`src/rtl/ltc2389_emulator.sv`:
```
// Behavioural LTC2389-24 serial-port stand-in: oversamples CNV/SCK and answers with BUSY/SDO.
// Optional feature: define LTC2389_EMU_RAMP_EN to replace i_sample with an internal 24-bit ramp.
`timescale 1ns/1ps

module ltc2389_emulator #(
   parameter int CONV_CYCLES = 40,
   parameter int SYNC_STAGES = 2
) (
   input  logic        clk,
   input  logic        i_reset,
   input  logic        i_cnv,
   input  logic        i_sck,
   input  logic        i_rdl_sdi,
   input  logic        i_chain,
   input  logic [23:0] i_sample,
   output logic        o_busy,
   output logic        o_sdo,
   output logic        o_sdo_oe,
   output logic        o_overrun,
   output logic        o_mode_err
);

   localparam logic [9:0] CNT_LOAD = 10'(CONV_CYCLES - 1);

   typedef enum logic [1:0] {IDLE, CONVERT, READOUT, DONE} state_t;

   state_t                 state_q, state_d;
   logic [SYNC_STAGES-1:0] cnv_sync, sck_sync;
   logic                   cnv_hist, sck_hist;
   logic [23:0]            shreg;
   logic [4:0]             bitcnt;
   logic [9:0]             busy_cnt;
   logic                   sdo_oe_q, overrun_q, mode_err_q;
   logic                   cnv_edge, sck_edge, shift_en;
   logic                   latch, shift;
   logic [23:0]            sample_src;

   assign cnv_edge = cnv_sync[SYNC_STAGES-1] & ~cnv_hist;
   assign sck_edge = sck_sync[SYNC_STAGES-1] & ~sck_hist;
   // CNV wins over a coincident SCK edge; read-disable blocks shifting.
   assign shift_en = sck_edge & ~cnv_edge & sdo_oe_q;

   always_ff @(posedge clk) begin
      if (!i_reset) begin
         cnv_sync <= '0;
         sck_sync <= '0;
         cnv_hist <= 1'b0;
         sck_hist <= 1'b0;
      end else begin
         cnv_sync <= {cnv_sync[SYNC_STAGES-2:0], i_cnv};
         sck_sync <= {sck_sync[SYNC_STAGES-2:0], i_sck};
         cnv_hist <= cnv_sync[SYNC_STAGES-1];
         sck_hist <= sck_sync[SYNC_STAGES-1];
      end
   end

   // NOTE: every output of this block gets a default first, so no path infers a latch.
   always_comb begin
      state_d = state_q;
      latch   = 1'b0;
      shift   = 1'b0;
      unique case (state_q)
         IDLE, DONE: begin
            if (cnv_edge) begin
               state_d = CONVERT;
               latch   = 1'b1;
            end
         end
         CONVERT: begin
            if (busy_cnt == '0) state_d = READOUT;
         end
         READOUT: begin
            if (cnv_edge) begin
               state_d = CONVERT;
               latch   = 1'b1;
            end else if (shift_en) begin
               shift = 1'b1;
               if (bitcnt == 5'd23) state_d = DONE;
            end
         end
         default: state_d = IDLE;
      endcase
   end

   // NOTE: non-blocking assignments so every flop samples pre-edge values regardless of order.
   always_ff @(posedge clk) begin
      if (!i_reset) begin
         state_q    <= IDLE;
         shreg      <= '0;
         bitcnt     <= '0;
         busy_cnt   <= '0;
         sdo_oe_q   <= 1'b0;
         overrun_q  <= 1'b0;
         mode_err_q <= 1'b0;
      end else begin
         state_q    <= state_d;
         sdo_oe_q   <= ~i_rdl_sdi;
         mode_err_q <= i_chain;
         if (state_q == CONVERT && cnv_edge) overrun_q <= 1'b1;
         if (latch) begin
            shreg    <= sample_src;
            busy_cnt <= CNT_LOAD;
         end else if (state_q == CONVERT) begin
            if (busy_cnt != '0) busy_cnt <= busy_cnt - 10'd1;
            else                bitcnt   <= '0;
         end else if (shift) begin
            shreg  <= {shreg[22:0], 1'b0};
            bitcnt <= bitcnt + 5'd1;
         end
      end
   end

`ifdef LTC2389_EMU_RAMP_EN
   logic [23:0] ramp_q;
   logic        unused_sample;

   assign unused_sample = ^i_sample;
   assign sample_src    = ramp_q;

   always_ff @(posedge clk) begin
      if (!i_reset)   ramp_q <= '0;
      else if (latch) ramp_q <= ramp_q + 24'd1;
   end
`else
   assign sample_src = i_sample;
`endif

   assign o_busy     = (state_q == CONVERT);
   assign o_sdo      = (state_q == READOUT) & shreg[23] & sdo_oe_q;
   assign o_sdo_oe   = sdo_oe_q;
   assign o_overrun  = overrun_q;
   assign o_mode_err = mode_err_q;

endmodule

```
`config.mk`:
```
export PLATFORM = sky130hd
export DESIGN_NAME = ltc2389_emulator
export DESIGN_NICKNAME = d
export VERILOG_FILES = /design/src/rtl/ltc2389_emulator.sv
export SDC_FILE = /design/constraint.sdc
export NUM_CORES = 1
export LEC_CHECK = 0
export ABC_AREA = 1
export BUFFER_PORTS_ARGS = -buffer_cell sky130_fd_sc_hd__clkbuf_2
export CAP_MARGIN = 20
export CORE_MARGIN = 5
export CORE_UTILIZATION = 25
export DETAILED_ROUTE_END_ITERATION = 8
export PLACE_DENSITY = 0.43
export SLEW_MARGIN = 15
export SYNTH_ARGS = -nofsm -noshare
export SYNTH_HDL_FRONTEND = slang
export SYNTH_SLANG_ARGS = --single-unit
```
`constraint.sdc`:
```
create_clock -name clk -period 1.7 [get_ports clk]
set_clock_uncertainty 0.2 [all_clocks]
set_input_delay 0.255 -clock clk [delete_from_list [all_inputs] [get_ports clk]]
set_output_delay 0.255 -clock clk [all_outputs]
set_load 0.005 [all_outputs]
```
Word-level counts from Yosys, hierarchy flattened --
Index checks and enable logic that the tools add are counted.
Storage, ports and cells: input bits 30, word-level logic and storage cells 72, register bits 50, output and inout bits 5
Operators by class: add/sub/neg operators 2, muxes and demuxes 20, equal/unequal tests 10, bitwise logic cells 12, reductions and logical operators 16
Operators by type and width (count):
- two-way mux 24 bit | 3
- two-way mux 6 bit | 3
- two-way mux 5 bit | 3
- logical NOT 10 bit | 1
- two-way mux 2 bit | 5
- nonzero test 10 bit | 1
- subtractor 10 x 1 -> 10 bit, second input constant | 1
- nonzero test 2 bit | 4
- AND 1 bit | 6
- inequality test 3 bit, second input constant | 2
- NOT 1 bit | 6
- case mux 2 bit (3 select lines) | 1
- AND reduction 2 bit | 3
- adder 5 x 1 -> 5 bit, second input constant | 1
- equality test 5 bit, second input constant | 1
- two-way mux 1 bit | 5
- equality test 2 bit, second input constant | 2
- inequality test 2 x 1 -> 1 bit, second input constant | 2
- inequality test 2 bit, second input constant | 2
- AND reduction 4 bit | 1
- OR reduction 2 bit | 2
- AND reduction 3 bit | 1
- OR reduction 3 bit | 1
- equality test 2 x 1 -> 1 bit, second input constant | 1
- 2 further kinds | 2

Logic depth before layout (Yosys ltp) --
word-level depth 11, gate-level depth with buffers 11, mapped depth without buffers 10

Worst setup path after synthesis --
OpenSTA, ideal clock, no wires.
path type reg-to-reg, start reg state_q[1], end reg shreg[12], arrival time 1.411 ns, path buffers 2, setup time 0.113 ns, stages on the path, launching flop included 11, slack -0.024 ns, clock period less this slack 1.724 ns, data required time 1.387 ns, cells stage by stage dfxtp_1 inv_1 ha_1 buf_4 inv_4 nand3_4 nand2_2 clkinv_2 buf_2 nor2_1 nor2_1
On the way: elaborated cells on any way between the ends 11, classes of those cells 4 x eq/ne; 3 x mux; 4 x reduce/logical
RTL lines:
- from (decl) | line 27 | state_t state_q, state_d;
- from (signal assigned) | line 96 | state_q <= state_d;
- equality test 2 x 1 -> 1 bit
- named net o_busy | line 16 | output logic o_busy,
- inequality test 2 x 1 -> 1 bit (no line)
- AND reduction 2 bit (no line)
- to (signal assigned) | line 101 | shreg <= sample_src;
- to (signal assigned) | line 107 | shreg <= {shreg[22:0], 1'b0};
- to (decl) | line 30 | logic [23:0] shreg;
The timed path passes the listed nets, and every way through them passes these cells. A chain may end at the register's enable or synchronous reset.

Final worst setup path --
start reg busy_cnt[1], end reg state_q[1]
On the way: word-level cells in the longest chain between the ends 3
Ends and longest elaborated chain:
- from (decl) | line 32 | logic [9:0] busy_cnt;
- from (signal assigned) | line 104 | if (busy_cnt != '0) busy_cnt <= busy_cnt - 10'd1;
- logical NOT 10 bit | line 70 | if (busy_cnt == '0) state_d = READOUT;
- inequality test 2 x 1 -> 1 bit (no line)
- AND reduction 4 bit (no line)
No other way between the ends.

==> results.cfg <==
[floorplan]
rows = 36
dieHeight_um = 109
coreArea_sq_um = 9640
die_x_um = 109
start_util_pct = 25.3
boundaryPins = 35
die_area_sq_um = 11800

[finish]
post-route-util_pct = 32.2
antenna_cells = 0
final_layout_size_suffix_gt1_share_pct = 21.0
final_nets = 448
area_growth_pct = 27.1
instances_no_fill = 547

[yosys]
synthMuxAreaShare_pct = 0
netlist_area_sq_um = 2440
synth.yosys.seq_area_share_pct = 41.0
synthSimpleGateAreaFrac_pct = 36.2
ys_ff_latch = 50
syn-num-nets = 395
syn_area_per_cell_sq_um = 6.78
synth_top_family_by_area = simple AND/OR/NAND/NOR gates
postSynthCellCount = 360
synth_xor_area_share_pct = 1.79
synth_compound_area_share_pct = 9.94
synth.distinct_cells = 30
synth_warnings = 0
synthAdderAreaFrac_pct = 2.56

[grt]
grt-ovfl-total = 0
grt_pass1_vias = 2141
grt_pass1_wl_mm = 10.2
grt_usage_pct = 10.7
grt_max_degree = 27
antenna_found_initial = 0

[outcome]
status = complete, no violations

[timing]
finalHoldViolations = 0
fin_hold_ws_ns = 0.0641
period_needed_ns = 1.60
setup_viol = 0
worst_pin_slew_ns = 0.418
post-route-period-util_pct = 94.0
slew_headroom_pct = 72.1
slew_viol_final = 0
max_freq_ghz = 0.625
grt_setup_unrepaired = yes

[cts]
root_buffer = clkbuf_8
clock_sinks = 50
clkTransAtPathRegs_ns = 0.10
cts_buffers = 5
cts_tree = yes
h-tree-depth = 2
clock_path_buffers = 2
clkLatencyLatePin_ns = 0.30

[drt]
via_count = 2260
post_drt_wl_per_cell_um = 11.0
drt_iter0_markers = 71
wl_mm = 6.03
drc = 0
drtPass1Iterations = 4
viasPerCell = 4.13
ant_nets = 0

[worst_hold_path]
min_path_cells = 5
worstHoldPathType = in2reg

[critical_path]
cp_max_fo = 6
crit_required_ns = 1.73
critPathKind = reg2reg
critical_path_arrival_ns = 1.62
reg2reg_depth = 9
endpoint_kind = register
start_kind = register

[placed_design]
dp.cells = 531
port_buffers = 34
place.gp.congestion = 0.773
dpl.hpwl_mm = 4.18

[power]
power_density_nw_per_um2 = 1310
p_leak_nw = 1.48
peakVddDrop_mv = 0.415

[run]
drv_cap = 0
==> registers in the layout, indices dropped and copies added, names as in the netlist, 2 cells and up <==
| signal | cells |
|---|---|
| cnv_sync | 2 |
| sck_sync | 2 |
| state_q | 2 |
| shreg | 24 |
| bitcnt | 5 |
| busy_cnt | 10 |
==> final timing paths <==
kind                       to  slack [ns]   startpoint
setup / recovery   state_q[1]        0.10  busy_cnt[1]
hold / removal       shreg[8]        0.06  i_sample[8]
setup reg to reg   state_q[1]        0.10  busy_cnt[1]
hold reg to reg   sck_sync[1]        0.22  sck_sync[0]
==> synthesized netlist by cell type, drive strengths merged <==
cell type	instances	area share [%]
a21oi	19	3.9
buf	9	2.8
clkbuf	5	0.77
clkinv	2	0.36
dfxtp	50	41
ha	5	2.6
inv	29	4.6
nand2	115	18
nand3	15	3.8
nand3b	1	0.31
nand4	6	1.8
nor2	71	12
o211ai	1	0.31
o21a	2	0.61
o21ai	25	5.1
xnor2	1	0.36
xor2	4	1.4
==> area by class of cell <==
cell class | count | area [sq um]
clock buffer | 6 | 72.6
clock inverter | 2 | 13.8
fill | 1120 | 6540
inverter | 31 | 123
multi-input combinational | 265 | 1270
sequential | 50 | 1000
tap | 133 | 166
timing repair buffer | 60 | 449
==> critical path: stages, from the launching register on <==
cell and delay (ns):
dfxtp_1 0.32, inv_1 0.07, ha_1 0.16, nand2_1 0.09
nor2_4 0.15, nand3_4 0.11, nand2_4 0.11, buf_4 0.11
nand3_1 0.07, a21oi_2 0.14
==> through the flow <==
| stage | setup TNS, ns | area (sq um) | total power [mW] | setup WS [ns] |
|---|---|---|---|---|
| CTS | 0 | 3030 | 3.97 | 0.00437 |
| global placement | 0 | 2880 | 3.20 | 0.0292 |
| finish | 0 | 3100 | 4.06 | 0.101 |
| detailed placement | 0 | 2880 | 3.21 | 0.0379 |
| floorplan | 0 | 2440 | 2.74 | 0.000218 |
| global route | -0.134 | 3100 | 4.47 | -0.0379 |
==> per-layer routing <==
metal	wire length (um)	global-route usage, %	vias to the layer above
met1	3010	14.3	999
met3	134	2.13	4
met5	0	0	-
met2	2820	17.7	23
li1	-	-	1234
met4	55	2.98	0
==> cells in the final DEF (no fill, tap or decap), types with 3 or more instances in the layout <==
master         instances
ha_1                   3
dfxtp_1               47
clkbuf_8               5
buf_4                 15
dfxtp_2                3
inv_2                  5
a21oi_1               18
nand2_1              111
buf_12                 4
o21ai_1               14
nor2_4                 3
nand3_1               13
xor2_1                 4
inv_1                 22
o21ai_0               11
nor2_1                67
nand4_1                5
dlygate4sd3_1          5
clkbuf_2              34
==> cells by family after synthesis <==
family	Yosys count
AND/OR/NAND/NOR	208
buffers and inverters	45
AO/OA/AOI/OAI	47
flip-flops	50
adder cells (fa/ha/maj)	5
XOR/XNOR	5
==> power breakdown <==
group          internal, mW  switching [mW]  total (mW)
logic                 0.801            1.06        1.86
clock network         0.292           0.411       0.703
registers              1.35           0.138        1.49
total                  2.45            1.61        4.06
==> repair_timing <==
item                                    4_1_cts  5_1_grt
endpoints found under the setup margin        1       30
hold buffers                                  5        0
cloned                                        0        1
pin swaps                                     0        1
buffers inserted                              0        2
endpoints found under the hold margin         5        0
resized for setup                             2       11
Power figures use the tool's default switching activity.
